$ cat src/rtl/i2c_bus_arbiter.sv
// rtl/i2c_bus_arbiter.sv - transaction-granular two-requester arbiter in front of one I2C master engine
// Optional: I2C_ARB_AUTO_STOP_ON_NACK_EN issues a STOP before forwarding a WRITE NACK.
module i2c_bus_arbiter #(
    parameter int HOLD_TIMEOUT = 4095,
    parameter int CNT_W        = 12
) (
    input  logic        clk,
    input  logic        rst,
    input  logic [1:0]  req,
    output logic [1:0]  gnt,
    input  logic [1:0]  cmd_valid,
    input  logic [5:0]  cmd_op,
    input  logic [15:0] cmd_wdata,
    output logic [1:0]  cmd_ready,
    output logic [1:0]  rsp_valid,
    output logic [7:0]  rsp_rdata,
    output logic        rsp_nack,
    output logic        m_cmd_valid,
    output logic [2:0]  m_cmd_op,
    output logic [7:0]  m_cmd_wdata,
    input  logic        m_cmd_ready,
    input  logic        m_rsp_valid,
    input  logic [7:0]  m_rsp_rdata,
    input  logic        m_rsp_nack,
    output logic        bus_open,
    output logic        err_timeout,
    input  logic        err_clr
);

    localparam logic [2:0] OP_START     = 3'd0;
    localparam logic [2:0] OP_STOP      = 3'd1;
    localparam logic [2:0] OP_WRITE     = 3'd2;
    localparam logic [2:0] OP_READ_NACK = 3'd4;
    localparam logic [CNT_W-1:0] LIMIT  = CNT_W'(HOLD_TIMEOUT - 1);

    typedef enum logic [2:0] {
        S_IDLE,
        S_GRANTED,
        S_ISSUE,
        S_WAIT_RSP,
        S_RELEASE
    } state_t;

    state_t           state_q, state_d;
    logic [1:0]       gnt_q, gnt_d;
    logic             last_q, last_d;
    logic             owner_q, owner_d;
    logic [2:0]       op_q, op_d;
    logic [7:0]       wdata_q, wdata_d;
    logic             self_q, self_d;
    logic             nack_stop_q, nack_stop_d;
    logic [CNT_W-1:0] timer_q, timer_d;
    logic [1:0]       rsp_valid_q, rsp_valid_d;
    logic [7:0]       rsp_rdata_q, rsp_rdata_d;
    logic             rsp_nack_q, rsp_nack_d;
    logic             bus_open_q, bus_open_d;
    logic             err_q, err_d;

    logic       owner_req, owner_cmd, accept, timeout, set_err, win;
    logic [1:0] owner_oh;
    logic [2:0] owner_op;
    logic [7:0] owner_wdata;

    assign owner_oh    = owner_q ? 2'b10 : 2'b01;
    assign owner_req   = req[owner_q];
    assign owner_cmd   = cmd_valid[owner_q];
    assign owner_op    = owner_q ? cmd_op[5:3] : cmd_op[2:0];
    assign owner_wdata = owner_q ? cmd_wdata[15:8] : cmd_wdata[7:0];
    assign accept      = (state_q == S_GRANTED) && owner_req && owner_cmd;
    assign timeout     = (state_q == S_GRANTED) && !accept && (timer_q == LIMIT);

    always_comb begin
        state_d     = state_q;
        gnt_d       = gnt_q;
        last_d      = last_q;
        owner_d     = owner_q;
        op_d        = op_q;
        wdata_d     = wdata_q;
        self_d      = self_q;
        nack_stop_d = nack_stop_q;
        timer_d     = timer_q;
        rsp_valid_d = 2'b00;
        rsp_rdata_d = rsp_rdata_q;
        rsp_nack_d  = rsp_nack_q;
        bus_open_d  = bus_open_q;
        set_err     = 1'b0;
        win         = 1'b0;
        cmd_ready   = accept ? owner_oh : 2'b00;

        case (state_q)
            S_IDLE: begin
                if (|req) begin
                    win     = (req == 2'b11) ? ~last_q : req[1];
                    owner_d = win;
                    last_d  = win;
                    gnt_d   = win ? 2'b10 : 2'b01;
                    timer_d = '0;
                    state_d = S_GRANTED;
                end
            end
            S_GRANTED: begin
                if (!owner_req || timeout) begin
                    set_err = timeout;
                    gnt_d   = 2'b00;
                    timer_d = '0;
                    state_d = bus_open_q ? S_RELEASE : S_IDLE;
                end else if (accept) begin
                    timer_d = '0;
                    op_d    = owner_op;
                    wdata_d = owner_wdata;
                    self_d  = 1'b0;
                    if (owner_op > OP_READ_NACK) begin
                        rsp_valid_d = owner_oh;
                        rsp_nack_d  = 1'b1;
                    end else begin
                        state_d = S_ISSUE;
                    end
                end else begin
                    timer_d = timer_q + CNT_W'(1);
                end
            end
            S_ISSUE: begin
                if (m_cmd_ready) state_d = S_WAIT_RSP;
            end
            S_WAIT_RSP: begin
                if (m_rsp_valid) begin
                    if (op_q == OP_START) bus_open_d = 1'b1;
                    if (op_q == OP_STOP)  bus_open_d = 1'b0;
                    if (self_q) begin
                        // Arbiter-owned STOP: swallow the response, NACK included.
                        self_d  = 1'b0;
                        state_d = S_IDLE;
                    end else begin
`ifdef I2C_ARB_AUTO_STOP_ON_NACK_EN
                        if (nack_stop_q) begin
                            nack_stop_d = 1'b0;
                            rsp_valid_d = owner_oh;
                            rsp_rdata_d = m_rsp_rdata;
                            rsp_nack_d  = 1'b1;
                            state_d     = S_GRANTED;
                        end else if (op_q == OP_WRITE && m_rsp_nack) begin
                            nack_stop_d = 1'b1;
                            op_d        = OP_STOP;
                            state_d     = S_ISSUE;
                        end else begin
                            rsp_valid_d = owner_oh;
                            rsp_rdata_d = m_rsp_rdata;
                            rsp_nack_d  = m_rsp_nack;
                            state_d     = S_GRANTED;
                        end
`else
                        rsp_valid_d = owner_oh;
                        rsp_rdata_d = m_rsp_rdata;
                        rsp_nack_d  = m_rsp_nack;
                        state_d     = S_GRANTED;
`endif
                    end
                end
            end
            S_RELEASE: begin
                op_d    = OP_STOP;
                self_d  = 1'b1;
                state_d = S_ISSUE;
            end
            default: state_d = S_IDLE;
        endcase

        err_d = set_err ? 1'b1 : (err_clr ? 1'b0 : err_q);
    end

    always_ff @(posedge clk) begin
        if (rst) begin
            state_q     <= S_IDLE;
            gnt_q       <= 2'b00;
            last_q      <= 1'b1;
            owner_q     <= 1'b0;
            op_q        <= 3'd0;
            wdata_q     <= 8'd0;
            self_q      <= 1'b0;
            nack_stop_q <= 1'b0;
            timer_q     <= '0;
            rsp_valid_q <= 2'b00;
            rsp_rdata_q <= 8'd0;
            rsp_nack_q  <= 1'b0;
            bus_open_q  <= 1'b0;
            err_q       <= 1'b0;
        end else begin
            state_q     <= state_d;
            gnt_q       <= gnt_d;
            last_q      <= last_d;
            owner_q     <= owner_d;
            op_q        <= op_d;
            wdata_q     <= wdata_d;
            self_q      <= self_d;
            nack_stop_q <= nack_stop_d;
            timer_q     <= timer_d;
            rsp_valid_q <= rsp_valid_d;
            rsp_rdata_q <= rsp_rdata_d;
            rsp_nack_q  <= rsp_nack_d;
            bus_open_q  <= bus_open_d;
            err_q       <= err_d;
        end
    end

    // The engine shares rst, so the command request is dropped without waiting for an edge.
    assign m_cmd_valid = (state_q == S_ISSUE) && !rst;
    assign m_cmd_op    = op_q;
    assign m_cmd_wdata = wdata_q;
    assign gnt         = gnt_q;
    assign rsp_valid   = rsp_valid_q;
    assign rsp_rdata   = rsp_rdata_q;
    assign rsp_nack    = rsp_nack_q;
    assign bus_open    = bus_open_q;
    assign err_timeout = err_q;

endmodule
$ cat config.mk
export PLATFORM = sky130hd
export DESIGN_NAME = i2c_bus_arbiter
export DESIGN_NICKNAME = d
export VERILOG_FILES = /design/src/rtl/i2c_bus_arbiter.sv
export SDC_FILE = /design/constraint.sdc
export NUM_CORES = 1
export LEC_CHECK = 0
export ABC_AREA = 1
export CORE_MARGIN = 1
export CORE_UTILIZATION = 49
export CTS_CLUSTER_DIAMETER = 200
export CTS_CLUSTER_SIZE = 14
export DETAILED_ROUTE_END_ITERATION = 7
export HOLD_SLACK_MARGIN = 0.1
export PLACE_DENSITY = 0.94
export REMOVE_ABC_BUFFERS = 1
export SKIP_CTS_REPAIR_TIMING = 1
export SYNTH_ARGS = -nofsm -noshare
export SYNTH_HDL_FRONTEND = slang
export SYNTH_SLANG_ARGS = --single-unit
$ cat constraint.sdc
create_clock -name clk -period 4.1 [get_ports clk]
set_input_delay 0.82 -clock clk [delete_from_list [all_inputs] [get_ports clk]]
set_output_delay 0.82 -clock clk [all_outputs]
set_load 0.02 [all_outputs]
==> flow_summary.ini, run 1 <==
[layout]
layout_common_cells = nand2_1, clkdlybuf4s50_1, nor2_1
drive_above_1_share_pct = 8.11
final_cells = 420
final_common_cell = nand2_1
fin_util_pct = 71.8
fin_nets = 411
syn_to_final_growth_pct = 38.5
num_antenna_cells = 0
fill_cells = 336

[synthesis]
syn-instance-count = 299
syn_area_per_cell_sq_um = 7.03
ys_ff_latch = 44
synth_warnings = 0
synth-seq-area-share_pct = 41.9
synth_area_sq_mm = 0.00210
ys_types = 32

[floorplanning]
initial_core_util_pct = 51.8
pin_count = 69
die_area_sq_mm = 0.00456
die_w_um = 67.5
rows = 23
fp.dieH_um = 67.5
core_area_sq_mm = 0.00406

[clocking]
path_clk_slew_ns = 0.08
cts_max_level = 2
clock_sink_count = 44
clock_path_buffers = 2
clkLatencyLatePin_ns = 0.30
cts_made_buffers = 5
cts_tree = done
cts_root_buf = clkbuf_8

[place]
dpl.hpwl_mm = 4.11
place_inst = 412
finalWeightedCongestion = 0.914
dp_worst_setup_slack_ns = 0.848
port_buffers = 68

[sta]
maxSlewHeadroom_pct = 70.6
slew_violations = 0
layout_min_cycle_time_ns = 3.27
tightest_slew_ns = 0.441
setup_violations = 0
fin_ws_ns = 0.830
rsz0062_at_grt = no
finalClockSkew_ns = 0.0107
period_share_pct = 79.8
finalHoldViolations = 0
fmax_ghz = 0.306
setup_tns_ns = 0

[min_path]
holdCritPathClass = reg -> reg
hold_depth = 2
min_to = gnt[1]
hp-start = gnt[1]

[job]
max-cap-violations = 0

[power_and_ir_drop]
leakagePower_nw = 1.10
total_power_mw = 1.22
powerDensity_mw_per_mm2 = 420
ir_worst_vdd_v = 0.000247

[route]
ant_nets = 0
drt_iter0_markers = 144
wl_per_cell_um = 12.7
first_pass_iters = 5
vias = 2187
wl_mm = 5.35
viasPerCell = 5.21
drc = 0

[global_routing]
grt_max_degree = 22
grt_pass1_wl_mm = 8.60
grt_usage_pct = 25.4
grt_pass1_vias = 2032
overflow = 0
antenna_found_initial = 0

[worst_setup_path]
r2r_cells = 8
cp-start-kind = input pin
crit_path_max_incr_delay_ns = 0.66
crit_path_top_delay_cell = clkdlybuf4s50_1
cp.arrival_ns = 2.45
rr_startpoint = owner_q
path_class = in -> out
critPathMaxFanout = 10
crit_path_cell_trace = clkdlybuf4s50_1, nand2_1, nand2_2, nand2_4, nor2_4, clkdlybuf4s50_1
crit_top_cell = clkdlybuf4s50_1
worst_setup_path_end_kind = output pin
reg2reg_to = timer_q[5]
critical_path_required_ns = 3.28
r2r_setup_slack_ns = 2.30

[run_status]
run_status = finished, final reports clean
synthesized netlist by cell type, drive strengths merged:
cell type / n / area share (%)
a211oi: 2 / 1.2
xor2: 5 / 2.1
nand2: 91 / 18
clkbuf: 3 / 0.54
buf: 3 / 1.1
xnor2: 1 / 0.42
nand3b: 2 / 0.71
nand3: 17 / 4.0
inv: 21 / 3.7
nor3: 2 / 0.48
clkinv: 1 / 0.18
nand4: 3 / 0.89
dfxtp: 44 / 42
or2: 2 / 0.60
a21oi: 18 / 4.5
nor2: 58 / 12
a311oi: 1 / 0.42
a21boi: 1 / 0.36
ha: 2 / 1.2
a22oi: 2 / 0.71
a31oi: 8 / 2.4
o21ai: 12 / 3.0
worst max path at each step:
stage	startpoint	end	slack, ns	depth (start not counted)
floorplan	cmd_valid[1]	cmd_ready[0]	1.99	4
global placement	cmd_valid[1]	cmd_ready[0]	0.89	6
detailed placement	cmd_valid[1]	cmd_ready[0]	0.85	6
CTS	cmd_valid[1]	cmd_ready[0]	0.84	6
global route	cmd_valid[1]	cmd_ready[0]	0.77	6
finish	cmd_valid[1]	cmd_ready[0]	0.83	6
logic make-up after synthesis:
family	Yosys count	synth area share, %
and+or+nand+nor	175	36.3
AOI/OAI and AO/OA	44	12.6
DFF	44	41.9
buffers and inverters	28	5.59
xor gates and xnor gates	6	2.50
adders and majority gates	2	1.19
registers in the layout, indices dropped and copies added, names as in the netlist:
| signal | flops |
|---|---|
| self_q | 1 |
| last_q | 1 |
| err_timeout | 1 |
| rsp_rdata | 8 |
| gnt | 2 |
| rsp_valid | 2 |
| owner_q | 1 |
| m_cmd_op | 3 |
| state_q | 3 |
| rsp_nack | 1 |
| timer_q | 12 |
| bus_open | 1 |
| m_cmd_wdata | 8 |
where the power goes:
group	total, mW	switching (mW)	internal (mW)
Clock	0.284	0.147	0.137
Combinational	0.428	0.262	0.166
Sequential	0.510	0.0399	0.470
layout make-up:
class	count	area [sq um]	area share, %
clock inverter	1	7.51	0.258
timing repair buffer	69	688	23.6
sequential	44	881	30.2
clock buffer	7	86.3	2.96
tap	50	62.6	2.15
multi-input combinational	227	1100	37.9
inverter	22	82.6	2.84
critical path: cells and delay by family:
family        cells  cell delay, ns
buf+inv           2            1.11
simple gates      4            0.52
stage by stage:
stage               hold WS [ns]  cell area, sq um
global placement           0.449              2820
global route               0.513              2910
CTS                        0.471              2910
detailed placement         0.459              2820
finish                     0.469              2910
floorplan                  0.424              2070
per-layer routing:
layer / wire [um] / up-vias / global-route usage (%)
met4: 83 / 0 / 9.04
met1: 2250 / 984 / 29.4
met3: 412 / 10 / 7.60
met2: 2600 / 90 / 43.7
met5: 0 / - / 0
li1: - / 1103 / -
(Power assumes the default switching activity.)
==> run 2, diff against run 1 <==
CORE_UTILIZATION = 41   (was 49)
PLACE_DENSITY = 0.84   (was 0.94)
clock period = 2.9 ns   (was 4.1 ns; I/O delays follow)
==> flow_summary.ini, run 2 (synthesized netlist as in run 1, its figures left out) <==
[route]
wl_mm = 5.25
wl_per_cell_um = 12.0
drt_iter0_markers = 102
drc = 0
ant_nets = 0
first_pass_iters = 4
vias = 2169
viasPerCell = 4.96

[clocking]
path_clk_slew_ns = 0.08
cts_root_buf = clkbuf_8
cts_tree = done
cts_max_level = 2
clkLatencyLatePin_ns = 0.30
clock_sink_count = 44
clock_path_buffers = 2
cts_made_buffers = 5

[worst_setup_path]
cp.arrival_ns = 2.05
path_class = in -> out
crit_path_top_delay_cell = clkdlybuf4s50_1
critPathMaxFanout = 3
crit_path_cell_trace = clkdlybuf4s50_1, nand2_1, nand2_2, nand2_4, nor2_4, clkdlybuf4s50_1
crit_path_max_incr_delay_ns = 0.61
cp-start-kind = input pin
critical_path_required_ns = 2.32
worst_setup_path_end_kind = output pin
crit_top_cell = clkdlybuf4s50_1

[global_routing]
grt_pass1_wl_mm = 8.85
antenna_found_initial = 0
grt_pass1_vias = 2108
grt_usage_pct = 21.2
grt_max_degree = 22
overflow = 0

[layout]
ff_latch_area_sq_um = 881
multi_input_area_sq_mm = 0.00110
largest_register_ffs = 12
layout_common_cells = nand2_1, clkdlybuf4s50_1, nor2_1
fin_util_pct = 61.3
drive_above_1_share_pct = 8.38
final_common_cell = nand2_1
fill_cells = 475
fin_nets = 413
num_antenna_cells = 0
syn_to_final_growth_pct = 40.5
top_register = timer_q

[floorplanning]
die_area_sq_mm = 0.00542
initial_core_util_pct = 43.7
die_w_um = 73.6
fp.dieH_um = 73.6
rows = 25
core_area_sq_mm = 0.00482
pin_count = 69

[power_and_ir_drop]
ir_worst_vdd_v = 0.000306
powerDensity_mw_per_mm2 = 602
leakagePower_nw = 1.11

[place]
dpl.hpwl_mm = 4.02
port_buffers = 68
finalWeightedCongestion = 0.912

[sta]
fmax_ghz = 0.381
setup_violations = 0
finalHoldViolations = 0
tightest_slew_ns = 0.409
finalClockSkew_ns = 0.0130
period_share_pct = 90.6
maxSlewHeadroom_pct = 72.7
layout_min_cycle_time_ns = 2.63
rsz0062_at_grt = no
slew_violations = 0
setup_tns_ns = 0

[job]
max-cap-violations = 0

[min_path]
holdCritPathClass = reg -> reg

[run_status]
run_status = finished, final reports clean
## run 2: stage by stage
| stage | hold WS [ns] | cells | total power, mW | worst slack (ns) | cell area, sq um |
|---|---|---|---|---|---|
| finish | 0.461 | 437 | 1.78 | 0.273 | 2950 |
| global route | 0.493 | 437 | 1.88 | 0.212 | 2950 |
| CTS | 0.464 | 437 | 1.79 | 0.277 | 2950 |
| detailed placement | 0.452 | 431 | 1.34 | 0.284 | 2860 |
| global placement | 0.451 | 431 | 1.33 | 0.307 | 2860 |
| floorplan | 0.424 | 293 | 1.11 | 1.27 | 2070 |
## run 2: where the power goes
group | internal [mW] | leakage [nW] | switching, mW
Clock | 0.247 | 0.0501 | 0.202
Sequential | 0.665 | 0.357 | 0.0561
Combinational | 0.238 | 0.707 | 0.371
Total | 1.15 | 1.11 | 0.629
## run 2: cell type report
| class | count | area share [%] |
|---|---|---|
| sequential | 44 | 29.8 |
| multi-input combinational | 227 | 37.4 |
| clock inverter | 1 | 1.02 |
| tap | 67 | 2.84 |
| clock buffer | 5 | 2.33 |
| inverter | 22 | 2.80 |
| timing repair buffer | 71 | 23.8 |
## run 2: layer usage
layer / vias to the layer above / track usage, % / wire, um / share of wire (%)
met5: - / 0 / 0 / 0
met4: 0 / 8.12 / 88 / 1.7
met3: 11 / 6.86 / 421 / 8.0
met2: 83 / 36.5 / 2420 / 46
met1: 968 / 24.3 / 2320 / 44
li1: 1107 / - / - / -
## run 2: path summary, 6_finish.rpt
path	start	endpoint	slack [ns]	depth (start not counted)
min reg2reg	gnt[1]	gnt[1]	0.46	2
max	cmd_valid[1]	cmd_ready[1]	0.27	6
max reg2reg	owner_q	timer_q[7]	1.05	8
min	gnt[1]	gnt[1]	0.46	2
## run 2: critical path: cells and delay by family
kind	cells	cell delay, ns
simple gates	4	0.40
buf+inv	2	1.06
